File: src/rtl/adc_mcp3201_avg_core.sv
// adc_mcp3201_avg_core
//   Reads an MCP3201-style SPI ADC one frame per rising edge of latch and keeps
//   a running-sum moving average over the last 2**AVG_LOG2 results.
//   Frame: CS low, LEAD_CLKS+DATA_W SCLK cycles, MSB-first capture on each SCLK
//   rise after the lead bits, then DONE (valid), AVG (latch_dac), RECOV (tCSH).
//
// Ports
//   clk        in   system clock
//   reset_n    in   asynchronous reset, active low
//   latch      in   conversion request, rising edge sensitive
//   sdi_adc    in   serial data from the ADC (Dout)
//   cs_adc     out  ADC chip select, active low
//   clk_adc    out  ADC serial clock, idles low
//   value      out  last raw conversion result
//   value_avg  out  moving average of the last 2**AVG_LOG2 results
//   valid      out  1-cycle pulse, value updated
//   latch_dac  out  1-cycle pulse, value_avg updated
//   busy       out  frame in progress or CS recovery running
//   avg_full   out  averaging buffer holds 2**AVG_LOG2 real samples
//   state_dbg  out  current FSM state, for observation only
//
// Handshake: there is no back-pressure. latch is an edge request that is
// accepted only in IDLE; valid and latch_dac are single-cycle strobes that the
// consumer must capture in the cycle they are high.
module adc_mcp3201_avg_core #(
    parameter int DATA_W    = 12,
    parameter int CLK_DIV   = 30,
    parameter int LEAD_CLKS = 3,
    parameter int AVG_LOG2  = 3
) (
    input  logic              clk,
    input  logic              reset_n,
    input  logic              latch,
    input  logic              sdi_adc,
    output logic              cs_adc,
    output logic              clk_adc,
    output logic [DATA_W-1:0] value,
    output logic [DATA_W-1:0] value_avg,
    output logic              valid,
    output logic              latch_dac,
    output logic              busy,
    output logic              avg_full,
    output logic [2:0]        state_dbg
);

    localparam int NBITS  = LEAD_CLKS + DATA_W;
    localparam int BIT_W  = $clog2(NBITS + 1);
    localparam int DIV_W  = $clog2(2 * CLK_DIV + 1);
    localparam int DEPTH  = 1 << AVG_LOG2;
    localparam int PTR_W  = (AVG_LOG2 > 0) ? AVG_LOG2 : 1;
    localparam int FILL_W = AVG_LOG2 + 1;
    localparam int SUM_W  = DATA_W + AVG_LOG2;

    localparam logic [2:0] ST_IDLE  = 3'd0;
    localparam logic [2:0] ST_SHIFT = 3'd1;
    localparam logic [2:0] ST_DONE  = 3'd2;
    localparam logic [2:0] ST_AVG   = 3'd3;
    localparam logic [2:0] ST_RECOV = 3'd4;

    logic [2:0]        state;
    logic              latch_q;
    logic              start;
    logic [DIV_W-1:0]  div_cnt;
    logic [BIT_W-1:0]  bit_cnt;
    logic [DATA_W-1:0] shift_reg;
    logic [DATA_W-1:0] avg_buf [DEPTH];
    logic [PTR_W-1:0]  ptr;
    logic [FILL_W-1:0] fill;
    logic [SUM_W-1:0]  sum;
    logic [SUM_W-1:0]  sum_next;

    assign start     = latch & ~latch_q;
    assign state_dbg = state;

    // The sum always equals the total of the buffer contents, so swapping the
    // oldest entry for the newest one can never exceed SUM_W bits.
    always_comb begin
        sum_next = sum + SUM_W'(value) - SUM_W'(avg_buf[ptr]);
    end

    always_ff @(posedge clk or negedge reset_n) begin
        if (!reset_n) begin
            state     <= ST_IDLE;
            latch_q   <= 1'b0;
            cs_adc    <= 1'b1;
            clk_adc   <= 1'b0;
            value     <= '0;
            value_avg <= '0;
            valid     <= 1'b0;
            latch_dac <= 1'b0;
            busy      <= 1'b0;
            avg_full  <= 1'b0;
            div_cnt   <= '0;
            bit_cnt   <= '0;
            shift_reg <= '0;
            ptr       <= '0;
            fill      <= '0;
            sum       <= '0;
            for (int i = 0; i < DEPTH; i++) begin
                avg_buf[i] <= '0;
            end
        end else begin
            latch_q   <= latch;
            valid     <= 1'b0;
            latch_dac <= 1'b0;
            case (state)
                ST_IDLE: begin
                    if (start) begin
                        cs_adc  <= 1'b0;
                        busy    <= 1'b1;
                        div_cnt <= '0;
                        bit_cnt <= '0;
                        state   <= ST_SHIFT;
                    end
                end
                ST_SHIFT: begin
                    if (div_cnt == DIV_W'(CLK_DIV - 1)) begin
                        div_cnt <= '0;
                        if (!clk_adc) begin
                            // Rising SCLK: the ADC has held this bit since the
                            // previous falling edge, so sample it now.
                            clk_adc <= 1'b1;
                            bit_cnt <= bit_cnt + 1'b1;
                            if (bit_cnt >= BIT_W'(LEAD_CLKS)) begin
                                shift_reg <= DATA_W'({shift_reg, sdi_adc});
                            end
                        end else begin
                            clk_adc <= 1'b0;
                            if (bit_cnt == BIT_W'(NBITS)) begin
                                cs_adc <= 1'b1;
                                state  <= ST_DONE;
                            end
                        end
                    end else begin
                        div_cnt <= div_cnt + 1'b1;
                    end
                end
                ST_DONE: begin
                    value <= shift_reg;
                    valid <= 1'b1;
                    state <= ST_AVG;
                end
                ST_AVG: begin
                    sum          <= sum_next;
                    avg_buf[ptr] <= value;
                    ptr          <= (ptr == PTR_W'(DEPTH - 1)) ? '0 : ptr + 1'b1;
                    // Ramp-up is deliberately not normalised by the fill count.
                    value_avg    <= DATA_W'(sum_next >> AVG_LOG2);
                    latch_dac    <= 1'b1;
                    if (fill != FILL_W'(DEPTH)) begin
                        fill <= fill + 1'b1;
                    end
                    avg_full     <= (fill >= FILL_W'(DEPTH - 1));
                    div_cnt      <= '0;
                    state        <= ST_RECOV;
                end
                ST_RECOV: begin
                    if (div_cnt == DIV_W'(2 * CLK_DIV - 1)) begin
                        busy  <= 1'b0;
                        state <= ST_IDLE;
                    end else begin
                        div_cnt <= div_cnt + 1'b1;
                    end
                end
                default: begin
                    state <= ST_IDLE;
                end
            endcase
        end
    end

endmodule

File: config.mk
export PLATFORM = sky130hd
export DESIGN_NAME = adc_mcp3201_avg_core
export DESIGN_NICKNAME = d
export VERILOG_FILES = /design/src/rtl/adc_mcp3201_avg_core.sv
export SDC_FILE = /design/constraint.sdc
export NUM_CORES = 1
export LEC_CHECK = 0
export ABC_AREA = 1
export BUFFER_PORTS_ARGS = -buffer_cell sky130_fd_sc_hd__buf_2
export CAP_MARGIN = 20
export CORE_ASPECT_RATIO = 1.5
export CORE_UTILIZATION = 65
export DETAILED_ROUTE_END_ITERATION = 12
export PLACE_DENSITY = 0.83
export SLEW_MARGIN = 20
export SYNTH_ARGS = -nofsm -noshare
export SYNTH_HDL_FRONTEND = slang
export SYNTH_SLANG_ARGS = --single-unit
File: constraint.sdc
create_clock -name clk -period 4.3 [get_ports clk]
set_input_delay 0.215 -clock clk [delete_from_list [all_inputs] [get_ports clk]]
set_output_delay 0.215 -clock clk [all_outputs]
set_load 0.01 [all_outputs]
; Word level (Yosys, flattened, before mapping)
; Index checks and enable logic that the tools add are counted.
; Widths: inputs -> output; s select.
[classes]
addsub = 6
n_lt_le_gt_ge = 4
n_eq_ne = 16
mux = 32
bitwise = 4
reduce_logical = 13
[ops]
columns = cell, count
row1 = $bwmux 96, 1
row2 = $bmux 12 s3, 1
row3 = $demux 12 s3, 1
row4 = $mux 12, 3
row5 = $pmux 6 s4, 1
row6 = $mux 3, 6
row7 = $mux 6, 3
row8 = $add 15x12->15, 1
row9 = $pmux 3 s5, 1
row10 = $sub 15x12->15, 1
row11 = $ne 2x2->1 const B, 7
row12 = $mux 4, 3
row13 = $reduce_and 5->1, 2
row14 = $mux 1, 9
row15 = $add 4x1->4 const B, 2
row16 = $pmux 4 s2, 1
row17 = $reduce_and 4->1, 2
row18 = $add 6x1->6 const B, 1
row19 = $eq 3x2->1 const B, 2
row20 = $eq 3x3->1 const B, 2
row21 = $eq 6x5->1 const B, 1
row22 = $eq 6x6->1 const B, 1
row23 = $reduce_and 3->1, 2
row24 = $eq 4x4->1 const B, 1
row25 = 16 further kinds, 20
[totals]
register_bits = 174
inputBits = 4
output_inout_bits = 33
elab_cells = 99

; Logic depth before layout (Yosys ltp)
; Gate-level depths: netlist of run 1.
[depth]
word_depth = 6
depth_mapped = 21
depth_no_buf = 20

; Least setup slack after synthesis of run 1
; OpenSTA, ideal clock, no wires.
[synth_path]
path_kind = register to register
start = register ptr[0]
end = register value_avg[3]
setup_time_ns = 0.127
arrival_time_ns = 2.795
required_ns = 4.173
setup_slack_ns = 1.378
stages_incl_launch_ff = 18
n_path_buf = 1
synth_period_minus_slack_ns = 2.922
path_cell_list = dfrtp_1 inv_1 nand3_1 inv_1 clkbuf_1 nand2_1 nand4_1 or2_2 fa_1 inv_1 ha_1 nand2_1 nand2_1 nand2_1 nand3_1 or2_2 nand3_1 o21ai_0
[synth_between]
elab_chain_cells = 5
[synth_rtl]
columns = element, line
row1 = start: declaration, 67  ; logic [PTR_W-1:0] ptr;
row2 = start signal: assignment, 146  ; ptr <= (ptr == PTR_W'(DEPTH - 1)) ? '0 : ptr + 1'b1;
row3 = $not 3->4 (not written as such), 78  ; sum_next = sum + SUM_W'(value) - SUM_W'(avg_buf[ptr]);
row4 = $bmux 12 s3, 78
row5 = $mux 12 (not written as such) (2 in series), 78
row6 = $sub 15x12->15, 78
row7 = end signal: assignment, 148  ; value_avg <= DATA_W'(sum_next >> AVG_LOG2);
row8 = end: declaration, 38  ; output logic [DATA_W-1:0] value_avg,
; No other way between the ends. The select of a mux whose other input is x is not followed.
; A chain may end at the register's enable or synchronous reset.

; Final worst setup path of run 1
[layout_path]
start = register ptr[0]
end = register value_avg[8]
; The elaborated chain is that of the path after synthesis.

==> results of run 1 <==
metal layers:
layer  GRT usage [%]  vias to the layer above
met5               0                        -
li1                -                     3246
met2            56.4                      256
met3            5.84                       65
met1            38.4                     3285
met4            12.1                        0
worst max-delay path, cell delays in order (launching register included):
cell,delay [ns]
sky130_fd_sc_hd__dfrtp_1,0.46
sky130_fd_sc_hd__inv_1,0.14
sky130_fd_sc_hd__nand2_1,0.09
sky130_fd_sc_hd__inv_1,0.25
sky130_fd_sc_hd__nand2_1,0.13
sky130_fd_sc_hd__nand2_1,0.07
sky130_fd_sc_hd__a221oi_1,0.31
sky130_fd_sc_hd__nand2_1,0.16
sky130_fd_sc_hd__fa_1,0.52
sky130_fd_sc_hd__inv_1,0.05
sky130_fd_sc_hd__ha_1,0.36
sky130_fd_sc_hd__nand2_1,0.15
sky130_fd_sc_hd__inv_1,0.07
sky130_fd_sc_hd__a21oi_1,0.22
sky130_fd_sc_hd__nand4_1,0.13
sky130_fd_sc_hd__nand3_1,0.12
sky130_fd_sc_hd__nand2_1,0.06
final timing paths:
| path | startpoint | to | slack (ns) | cells after the start |
|---|---|---|---|---|
| max reg2reg | ptr[0]$_DFFE_PN0P_ | value_avg[8]$_DFFE_PN0P_ | 0.88 | 16 |
| min | sdi_adc | shift_reg[0]$_DFFE_PN0P_ | 0.02 | 3 |
| min in group asynchronous | reset_n | avg_buf[48]$_DFFE_PN0P_ | 0.44 | 2 |
| max | ptr[0]$_DFFE_PN0P_ | value_avg[8]$_DFFE_PN0P_ | 0.88 | 16 |
| max in group asynchronous | reset_n | avg_buf[7]$_DFFE_PN0P_ | 2.80 | 3 |
| min reg2reg | avg_buf[70]$_DFFE_PN0P_ | avg_buf[70]$_DFFE_PN0P_ | 0.48 | 2 |
through the flow:
step           cell area [sq um]  utilization, %  setup WS (ns)  cells
2_1_floorplan               8450               -           1.38    999
3_3_place_gp                8610            68.5           1.09   1162
3_5_place_dp                8610            68.5           1.01   1162
4_1_cts                     9200            73.1          0.964   1196
5_1_grt                     9200            73.1          0.582   1196
6_report                    9200            73.1          0.885   1196
synth_stat cells, types with 8 or more instances:
cell                       number  share of area, %
sky130_fd_sc_hd__a22oi_1        8              0.71
sky130_fd_sc_hd__o21ai_2       27               2.8
sky130_fd_sc_hd__o21ai_0       61               3.6
sky130_fd_sc_hd__dfrtp_1      161                48
sky130_fd_sc_hd__inv_1        119               5.3
sky130_fd_sc_hd__buf_6         14               1.9
sky130_fd_sc_hd__buf_2          9              0.53
sky130_fd_sc_hd__buf_4         14               1.2
sky130_fd_sc_hd__o21ai_1       59               3.5
sky130_fd_sc_hd__nand2_1      325                14
sky130_fd_sc_hd__ha_1          22               3.3
sky130_fd_sc_hd__fa_1          12               2.8
sky130_fd_sc_hd__nor2_1        27               1.2
sky130_fd_sc_hd__nand3_1       38               2.3
sky130_fd_sc_hd__clkinv_1      11              0.49
sky130_fd_sc_hd__a21oi_1        9              0.53
sky130_fd_sc_hd__nand2_4        8               1.1
sky130_fd_sc_hd__a221oi_1      12               1.2
area by class of cell:
class	instances	area [sq um]	share of cell area [%]
Sequential cell	162	4060	44.1
Multi-Input combinational cell	658	3550	38.6
Inverter	135	508	5.52
Clock buffer	20	457	4.97
Timing Repair Buffer	53	319	3.47
Tap cell	156	195	2.12
Clock inverter	12	111	1.21
kinds of logic after synthesis:
kind of cell,count (synthesis)
xor+xnor,13
fa+ha+maj,34
simple gates,426
compound gates,185
flops,162
buf+inv,179
power breakdown:
group	internal, mW	switching (mW)
combinational	0.701	1.40
clock	0.795	0.668
sequential	1.68	0.157
total	3.18	2.23
==> out/qor.csv, run 1 <==
stage,metric,value,unit
run_status,outcome,"complete, no violations",
final_layout,final_layout_size_suffix_gt1_share,13.0,%
yosys,yosys-mux-area-fraction,0,%
global_route,grt_pass1_vias,6635,
sta,fin_worst_skew,0.00736,ns
route,detail_route.drc_violations,0,
clocking,clockRootBuffer,sky130_fd_sc_hd__clkbuf_16,
final_layout,layout_commonest_cell,sky130_fd_sc_hd__nand2_1,
power,ir_worst_vdd,455,uV
power,total_power,5.40,mW
yosys,yosys_warnings,0,
clocking,clock_tree.htree_level_count,4,
worst_setup_path,endpoint_kind,register,
yosys,yosys.area_share.xor_xnor,1.35,%
global_route,grt_remaining_overflow,0,
sta,hold_violations,0,
yosys,mappedNetlistNets,1037,
yosys,post_synth_fa_ha_maj_area_fraction,6.10,%
clocking,clockBufferDepth,2,
clocking,clock_insertion_delay_worst_skew,0.43,ns
yosys,yosysUniqueCellTypes,42,
yosys,synth.yosys.seq_area_share,48.0,%
yosys,synth_seq_cells,162,
clocking,cts_hold_buf,2,
worst_setup_path,cp.arrival,3.73,ns
floorplanning,core-area,0.0126,sq mm
sta,share_of_the_cycle_needed_by_the_critical_path_after_routing,79.4,%
final_layout,area_delta_synth_final,8.86,%
clocking,cts_setup_buffers,0,
clocking,cts_resized,0,
worst_setup_path,cp-start-kind,register,
sta,relSlewSlack,37.5,%
worst_setup_path,timing.setup.critical_path_class,reg -> reg,
route,routed-via-count,6852,
worst_hold_path,hold_path.class,in -> reg,
placement,detailedPlacementHpwl,13400,microns
clocking,tritoncts_clock_tree,built,
route,routed_wl,19800,microns
yosys,synth-edff-count,0,
route,number_of_detailed_route_iterations_in_the_first_pass,5,
floorplanning,rows,50,
sta,timing.hold.ws,0.0157,ns
sta,finalSetupViolations,0,
route,top_layer,met4,
yosys,mappedNetlistArea,0.00845,sq mm
route,met3_length,979,microns
placement,globalplace.congestion,0.954,
clocking,cts_inserted_buffers,17,
power,power_density,587,mW/mm^2
yosys,synth_simple_gate_area_share,21.3,%
global_route,antenna_found_initial,0,
power,power.leakage,4.72,nW
route,ant_nets,0,
final_layout,diodes,0,
route,drtIter0Drc,582,
route,met1_length,7780,microns
worst_setup_path,timing.critical_path.fanout_max,13,
yosys,avgSynthCellArea,8.46,sq um
job,max_cap_violations,0,
global_route,maximum_number_of_pins_on_one_net_before_global_route_repair,102,
floorplanning,initial_core_util,67.2,%
yosys,leading_register_cell_type_out_of_synthesis,sky130_fd_sc_hd__dfrtp_1,
clocking,worst_setup_hold_path_clk_slew,0.07,ns
final_layout,layout_common_cells,"325 x sky130_fd_sc_hd__nand2_1, 161 x sky130_fd_sc_hd__dfrtp_1, 119 x sky130_fd_sc_hd__inv_1",
worst_setup_path,cp_data_required_time,4.62,ns
sta,tightestPinTransition,0.937,ns
final_layout,filler_cell_count,893,
final_layout,largest_register_ff_count,96,
final_layout,num-nets-final,1065,
global_route,grt_pass1_wl,32600,microns
floorplanning,die_area,0.0135,sq mm
floorplanning,chipHeight,142,microns
clocking,clkSinkCount,162,
route,amount_of_wire_on_met2_after_detailed_routing,10400,microns
sta,max_transition_viols_final,0,
yosys,post_synth_inst_count,999,
floorplanning,total_i_o_pin_count,37,
sta,achievable-frequency,0.293,GHz
yosys,synth_top_family_by_area,simple AND/OR/NAND/NOR gates,
final_layout,top_register,avg_buf,
global_route,groute.usage.overall,32.1,%
sta,rsz_0062_raised_after_global_routing,false,
route,post_drt_via_cell_ratio,5.73,
sta,setup_tns,0,ns
route,wl_per_cell,16.6,microns
floorplanning,die-width,95.1,microns
placement,port_buffers,36,
yosys,synth-async-reset-ratio,100,%
sta,period_minus_slack,3.42,ns
yosys,synth_compound_area_share,13.3,%
No activity file was read; power rests on OpenSTA's default activity.
==> run 2, diff against run 1 <==
--- a/config.mk
+++ b/config.mk
@@ -9,9 +9,9 @@
 export BUFFER_PORTS_ARGS = -buffer_cell sky130_fd_sc_hd__buf_2
 export CAP_MARGIN = 20
 export CORE_ASPECT_RATIO = 1.5
-export CORE_UTILIZATION = 65
+export CORE_UTILIZATION = 56
 export DETAILED_ROUTE_END_ITERATION = 12
-export PLACE_DENSITY = 0.83
+export PLACE_DENSITY = 0.76
 export SLEW_MARGIN = 20
 export SYNTH_ARGS = -nofsm -noshare
 export SYNTH_HDL_FRONTEND = slang
==> constraint.sdc (replaced) <==
create_clock -name clk -period 3.06 [get_ports clk]
set_input_delay 0.153 -clock clk [delete_from_list [all_inputs] [get_ports clk]]
set_output_delay 0.153 -clock clk [all_outputs]
set_load 0.01 [all_outputs]
==> out/qor.csv, run 2 (synthesis gave the netlist of run 1 again) <==
stage,metric,value,unit,change
clocking,clkSinkCount,162,,unchanged
route,detail_route.drc_violations,0,,unchanged
job,max_cap_violations,0,,unchanged
global_route,grt_pass1_vias,6796,,was 6635
placement,detailedPlacementHpwl,14300,microns,was 13400 microns
global_route,grt_pass1_wl,33100,microns,was 32600 microns
sta,period_minus_slack,3.02,ns,was 3.42 ns
clocking,cts_inserted_buffers,17,,unchanged
sta,achievable-frequency,0.332,GHz,was 0.293 GHz
sta,fin_worst_skew,0.00949,ns,was 0.00736 ns
floorplanning,total_i_o_pin_count,37,,unchanged
final_layout,layout_common_cells,"312 x sky130_fd_sc_hd__nand2_1, 159 x sky130_fd_sc_hd__dfrtp_1, 111 x sky130_fd_sc_hd__inv_1",,"was 325 x sky130_fd_sc_hd__nand2_1, 161 x sky130_fd_sc_hd__dfrtp_1, 119 x sky130_fd_sc_hd__inv_1"
route,routed_wl,20900,microns,was 19800 microns
final_layout,num-nets-final,1097,,was 1065
power,cell_internal_pwr,5.06,mW,was 3.18 mW
worst_setup_path,timing.setup.critical_path_class,reg -> reg,,unchanged
sta,final.setup.worst_slack,0.0439,ns,was 0.885 ns
power,power_frac_comb,44.2,%,was 38.9%
global_route,antenna_found_initial,0,,unchanged
worst_setup_path,reg2reg_depth,16,,unchanged
floorplanning,chipHeight,152,microns,was 142 microns
sta,tightestPinTransition,0.822,ns,was 0.937 ns
final_layout,layout.cells.non_filler,1268,,was 1196
power,total_power,8.48,mW,was 5.40 mW
placement,placed_cells_incl_taps,1228,,was 1162
floorplanning,rows,54,,was 50
worst_setup_path,rrSetupSlack,0.04,ns,was 0.88 ns
power,power_frac_clock,25.4,%,was 27.1%
power,seq_power_share,30.4,%,was 34.0%
clocking,worst_setup_hold_path_clk_slew,0.07,ns,about the same
floorplanning,core-area,0.0147,sq mm,was 0.0126 sq mm
worst_setup_path,timing.critical_path.fanout_max,6,,was 13
power,power.leakage,4.93,nW,was 4.72 nW
power,power_density,858,mW/mm^2,was 587 mW/mm^2
worst_hold_path,hold_path.class,in -> async,,was in -> reg
final_layout,layout_commonest_cell,sky130_fd_sc_hd__nand2_1,,unchanged
route,drtIter0Drc,402,,was 582
floorplanning,initial_core_util,57.6,%,was 67.2%
sta,share_of_the_cycle_needed_by_the_critical_path_after_routing,98.6,%,was 79.4%
final_layout,largest_register_ff_count,96,,unchanged
final_layout,final_layout_size_suffix_gt1_share,21.4,%,was 13.0%
placement,dp_slack,-0.105,ns,was 1.01 ns
worst_setup_path,cp-start-kind,register,,unchanged
clocking,clock_insertion_delay_worst_skew,0.44,ns,was 0.43 ns
sta,hold_violations,0,,unchanged
worst_setup_path,worstReg2RegStart,ptr[0]$_DFFE_PN0P_,,unchanged
global_route,maximum_number_of_pins_on_one_net_before_global_route_repair,81,,was 102
floorplanning,die-width,102,microns,was 95.1 microns
sta,relSlewSlack,45.0,%,was 37.5%
final_layout,postLayoutCoreUtil,67.4,%,was 73.1%
worst_setup_path,r2r-end,value_avg[8]$_DFFE_PN0P_,,unchanged
clocking,clock_tree.htree_level_count,4,,unchanged
route,number_of_detailed_route_iterations_in_the_first_pass,5,,unchanged
sta,finalSetupViolations,0,,unchanged
route,wl_per_cell,16.5,microns,was 16.6 microns
worst_setup_path,cp.arrival,3.35,ns,was 3.73 ns
global_route,grt_remaining_overflow,0,,unchanged
sta,setup_tns,0,ns,unchanged
route,post_drt_via_cell_ratio,5.43,,was 5.73
final_layout,diodes,0,,unchanged
sta,rsz_0062_raised_after_global_routing,true,,was false
final_layout,area_delta_synth_final,17.0,%,was 8.86%
floorplanning,die_area,0.0156,sq mm,was 0.0135 sq mm
placement,globalplace.congestion,0.885,,was 0.954
route,ant_nets,0,,unchanged
placement,port_buffers,36,,unchanged
clocking,clockBufferDepth,2,,unchanged
power,ir_worst_vdd,541,uV,was 455 uV
sta,max_transition_viols_final,0,,unchanged
route,routed-via-count,6880,,was 6852
power,net-switching-power,3.42,mW,was 2.23 mW
clocking,clockRootBuffer,sky130_fd_sc_hd__clkbuf_16,,unchanged
worst_setup_path,endpoint_kind,register,,unchanged
final_layout,top_register,avg_buf,,unchanged
run_status,outcome,"complete, no violations",,unchanged
power,switching_share,40.3,%,was 41.2%
worst_setup_path,cp_data_required_time,3.39,ns,was 4.62 ns
global_route,groute.usage.overall,27.9,%,was 32.1%
clocking,tritoncts_clock_tree,built,,unchanged
[run 2: changes by cell type in the layout (fill, tap and decap cells not counted), moves of 8 or more]
cell	previous run	this run
sky130_fd_sc_hd__inv_1	119	111
sky130_fd_sc_hd__ha_4	0	11
sky130_fd_sc_hd__nand2_1	325	312
sky130_fd_sc_hd__nand2_2	0	13
sky130_fd_sc_hd__buf_4	15	41
sky130_fd_sc_hd__ha_1	22	11
sky130_fd_sc_hd__a221oi_1	12	2
sky130_fd_sc_hd__a221oi_2	0	9
[run 2: power groups by stage]
stage / Combinational, mW / Clock [mW] / Sequential, mW
6_report: 3.75 / 2.15 / 2.58
5_1_grt: 4.20 / 2.27 / 2.62
4_1_cts: 3.22 / 2.17 / 2.57
3_5_place_dp: 3.15 / 0 / 2.61
3_3_place_gp: 3.07 / 0 / 2.60
2_1_floorplan: 2.29 / 0 / 2.58
[run 2: cell type report]
type	count	area, sq um
clock inverters	13	149
inverters	135	513
multi-input cells	658	3880
well taps	196	245
clock buffers	19	443
repair buffers	85	598
flip-flops and latches	162	4060
fillers	1137	4780
[run 2: timing repair]
item / CTS / global route
endpoints found under the setup margin: 9 / 12
hold buffers: 3 / 0
resized for setup: 6 / 68
setup buffers: 1 / 4
gates cloned: 0 / 0
hold endpoints to repair: 80 / 0
pin swaps: 0 / 17
[run 2: how the worst max path moves through the flow]
stage / from / to / slack (ns)
floorplan: ptr[0]$_DFFE_PN0P_ / value_avg[3]$_DFFE_PN0P_ / 0.14
global placement: ptr[0]$_DFFE_PN0P_ / value_avg[11]$_DFFE_PN0P_ / -0.06
detailed placement: ptr[0]$_DFFE_PN0P_ / value_avg[5]$_DFFE_PN0P_ / -0.10
CTS: ptr[2]$_DFFE_PN0P_ / value_avg[11]$_DFFE_PN0P_ / 0.01
global route: ptr[2]$_DFFE_PN0P_ / value_avg[8]$_DFFE_PN0P_ / -0.11
finish: ptr[0]$_DFFE_PN0P_ / value_avg[8]$_DFFE_PN0P_ / 0.04
[run 2: through the flow]
step                      instance area, sq um  hold WS (ns)
final                                     9880         0.330
after global routing                      9880         0.373
after CTS                                 9530         0.360
after detailed placement                  8880         0.253
after global placement                    8880         0.253
after floorplan                           8450        -0.143
[run 2: worst max-delay path, stage by stage (launching register included)]
cell,delay [ns]
sky130_fd_sc_hd__dfrtp_1,0.41
sky130_fd_sc_hd__buf_4,0.16
sky130_fd_sc_hd__nand3_2,0.11
sky130_fd_sc_hd__inv_4,0.07
sky130_fd_sc_hd__buf_4,0.17
sky130_fd_sc_hd__a22oi_2,0.17
sky130_fd_sc_hd__and3_1,0.21
sky130_fd_sc_hd__nand2_1,0.08
sky130_fd_sc_hd__fa_1,0.50
sky130_fd_sc_hd__inv_1,0.07
sky130_fd_sc_hd__ha_4,0.26
sky130_fd_sc_hd__nand2_2,0.10
sky130_fd_sc_hd__inv_1,0.06
sky130_fd_sc_hd__a21oi_1,0.24
sky130_fd_sc_hd__nand4_1,0.14
sky130_fd_sc_hd__nand3_1,0.11
sky130_fd_sc_hd__nand2_1,0.05
[run 2: routing by layer]
| metal | wire length [microns] | vias to the layer above | GRT usage (%) | share of wire (%) |
|---|---|---|---|---|
| met3 | 753 | 68 | 5.46 | 3.6 |
| met5 | 0 | - | 0 | 0 |
| met2 | 10900 | 209 | 48.0 | 52 |
| met4 | 915 | 0 | 13.1 | 4.4 |
| li1 | - | 3303 | - | - |
| met1 | 8310 | 3300 | 32.8 | 40 |
==> run 3, diff against run 2 <==
--- a/config.mk
+++ b/config.mk
@@ -10,6 +10,7 @@
 export CAP_MARGIN = 20
 export CORE_ASPECT_RATIO = 1.5
 export CORE_UTILIZATION = 56
+export CTS_BUF_LIST = sky130_fd_sc_hd__clkbuf_16
 export DETAILED_ROUTE_END_ITERATION = 12
 export PLACE_DENSITY = 0.76
 export SLEW_MARGIN = 20
==> out/qor.csv, run 3 (synthesis gave the netlist of run 1 again) <==
stage,metric,value,unit,change
run_status,outcome,"complete, no violations",,unchanged
power,power.leakage,4.93,nW,about the same
clocking,clock_tree.htree_level_count,4,,unchanged
final_layout,area_delta_synth_final,16.9,%,was 17.0%
clocking,clock_insertion_delay_worst_skew,0.44,ns,about the same
sta,fin_worst_skew,0.0100,ns,was 0.00949 ns
sta,hold_violations,0,,unchanged
sta,tightestPinTransition,0.828,ns,was 0.822 ns
worst_hold_path,hold_path.class,in -> async,,unchanged
final_layout,num-nets-final,1097,,unchanged
worst_setup_path,timing.setup.critical_path_class,reg -> reg,,unchanged
worst_setup_path,timing.critical_path.mode_cell,sky130_fd_sc_hd__nand2_1,,
final_layout,largest_register_ff_count,96,,unchanged
route,wl_per_cell,16.4,microns,was 16.5 microns
sta,relSlewSlack,44.6,%,was 45.0%
worst_setup_path,endpoint_kind,register,,unchanged
floorplanning,initial_core_util,57.6,%,unchanged
floorplanning,die_area,0.0156,sq mm,unchanged
sta,setup_tns,0,ns,unchanged
final_layout,final_layout_size_suffix_gt1_share,21.3,%,was 21.4%
sta,max_transition_viols_final,0,,unchanged
placement,detailedPlacementHpwl,14300,microns,unchanged
clocking,worst_setup_hold_path_clk_slew,0.07,ns,about the same
global_route,grt_pass1_wl,33100,microns,about the same
clocking,tritoncts_clock_tree,built,,unchanged
worst_setup_path,crit_path_cell_trace,buf_4 > nand3_2 > inv_4 > buf_4 > a22oi_2 > and3_1 > nand2_1 > fa_1 > inv_1 > ha_4 > nand2_2 > nor2_1 > nand2_1 > nand3_1 > nand2_1 > nand3_1 > nand2_1,,was buf_4 > nand3_2 > inv_4 > buf_4 > a22oi_2 > and3_1 > nand2_1 > fa_1 > inv_1 > ha_4 > nand2_2 > inv_1 > a21oi_1 > nand4_1 > nand3_1 > nand2_1
floorplanning,rows,54,,unchanged
final_layout,top_register,avg_buf,,unchanged
route,number_of_detailed_route_iterations_in_the_first_pass,5,,unchanged
sta,achievable-frequency,0.330,GHz,was 0.332 GHz
final_layout,layout_commonest_cell,sky130_fd_sc_hd__nand2_1,,unchanged
route,routed-via-count,6902,,was 6880
floorplanning,core-area,0.0147,sq mm,unchanged
worst_setup_path,cp-start-kind,register,,unchanged
sta,rsz_0062_raised_after_global_routing,true,,unchanged
global_route,antenna_found_initial,0,,unchanged
worst_setup_path,cp.arrival,3.36,ns,was 3.35 ns
floorplanning,total_i_o_pin_count,37,,unchanged
global_route,maximum_number_of_pins_on_one_net_before_global_route_repair,81,,unchanged
power,ir_worst_vdd,542,uV,was 541 uV
final_layout,layout_common_cells,"312 x sky130_fd_sc_hd__nand2_1, 159 x sky130_fd_sc_hd__dfrtp_1, 112 x sky130_fd_sc_hd__inv_1",,"was 312 x sky130_fd_sc_hd__nand2_1, 159 x sky130_fd_sc_hd__dfrtp_1, 111 x sky130_fd_sc_hd__inv_1"
power,power_density,856,mW/mm^2,was 858 mW/mm^2
floorplanning,die-width,102,microns,unchanged
route,ant_nets,0,,unchanged
clocking,cts_inserted_buffers,17,,unchanged
sta,period_minus_slack,3.03,ns,was 3.02 ns
placement,globalplace.congestion,0.885,,unchanged
placement,port_buffers,36,,unchanged
global_route,groute.usage.overall,27.9,%,unchanged
clocking,clkSinkCount,162,,unchanged
worst_setup_path,crit_path_top_delay_cell,sky130_fd_sc_hd__fa_1,,unchanged
route,drtIter0Drc,430,,was 402
placement,dp_slack,-0.105,ns,unchanged
sta,finalSetupViolations,0,,unchanged
job,max_cap_violations,0,,unchanged
global_route,grt_pass1_vias,6785,,was 6796
sta,share_of_the_cycle_needed_by_the_critical_path_after_routing,99.2,%,was 98.6%
floorplanning,chipHeight,152,microns,unchanged
sta,timing.hold.ws,0.329,ns,was 0.330 ns
worst_setup_path,timing.critical_path.fanout_max,6,,unchanged
sta,final.setup.worst_slack,0.0258,ns,was 0.0439 ns
global_route,grt_remaining_overflow,0,,unchanged
worst_setup_path,cp_data_required_time,3.39,ns,about the same
clocking,clockRootBuffer,sky130_fd_sc_hd__clkbuf_16,,unchanged
clocking,clockBufferDepth,2,,unchanged
final_layout,diodes,0,,unchanged
route,routed_wl,20800,microns,was 20900 microns
worst_setup_path,max_stage_delay,0.50,ns,about the same
route,detail_route.drc_violations,0,,unchanged
route,post_drt_via_cell_ratio,5.44,,was 5.43
-- run 3: cell count changes in the layout (fill, tap and decap cells not counted) --
cell / delta
sky130_fd_sc_hd__clkbuf_8: -1
sky130_fd_sc_hd__inv_1: +1
sky130_fd_sc_hd__clkinv_1: +1
sky130_fd_sc_hd__clkbuf_1: -1
-- run 3: where the power goes --
group | total, mW | internal [mW] | switching, mW
registers | 2.58 | 2.36 | 0.218
clock network | 2.12 | 1.21 | 0.915
logic | 3.75 | 1.47 | 2.28
-- run 3: worst paths after layout --
check / startpoint / to / slack (ns) / depth (start not counted)
setup / recovery: ptr[0]$_DFFE_PN0P_ / value_avg[8]$_DFFE_PN0P_ / 0.03 / 17
hold / removal: reset_n / avg_buf[63]$_DFFE_PN0P_ / 0.33 / 2
setup reg to reg: ptr[0]$_DFFE_PN0P_ / value_avg[8]$_DFFE_PN0P_ / 0.03 / 17
hold reg to reg: avg_buf[19]$_DFFE_PN0P_ / avg_buf[19]$_DFFE_PN0P_ / 0.48 / 2
max in group asynchronous: reset_n / div_cnt[0]$_DFFE_PN0P_ / 1.87 / 3
min in group clk: latch / latch_q$_DFF_PN0_ / 0.39 / 2
-- run 3: metal layers --
metal  up-vias  GRT usage, %  wire length, microns
met3        67          5.46                   797
met4         0          12.2                   862
met2       208          48.2                 11000
met1      3322          33.1                  8220
li1       3305             -                     -
met5         -             0                     0
-- run 3: layout make-up --
class | instances | area, sq um
fill | 1143 | 4790
sequential | 162 | 4060
multi-input combinational | 658 | 3880
timing repair buffer | 85 | 598
inverter | 135 | 513
clock buffer | 17 | 425
tap | 196 | 245
clock inverter | 15 | 156
-- run 3: timing repair --
| item | in CTS | in global routing |
|---|---|---|
| hold buffers | 3 | 0 |
| pin swaps | 0 | 17 |
| gates cloned | 0 | 0 |
| endpoints found under the setup margin | 9 | 12 |
| setup buffers | 1 | 4 |
| resized for setup | 6 | 68 |
| endpoints found under the hold margin | 80 | 0 |
-- run 3: through the flow --
stage / area [sq um] / instances / util (%) / power [mW]
2_1_floorplan: 8450 / 999 / - / 4.87
3_3_place_gp: 8880 / 1228 / 60.6 / 5.68
3_5_place_dp: 8880 / 1228 / 60.6 / 5.76
4_1_cts: 9520 / 1264 / 64.9 / 7.93
5_1_grt: 9870 / 1268 / 67.3 / 9.05
6_report: 9870 / 1268 / 67.3 / 8.45
-- run 3: worst max-delay path: cells and delay by family (launching register included) --
kind | cells | cell delay, ns
adder cells (fa/ha/maj) | 2 | 0.79
AO/OA/AOI/OAI | 1 | 0.17
AND/OR/NAND/NOR | 10 | 1.09
buffers and inverters | 4 | 0.47
flip-flops | 1 | 0.41
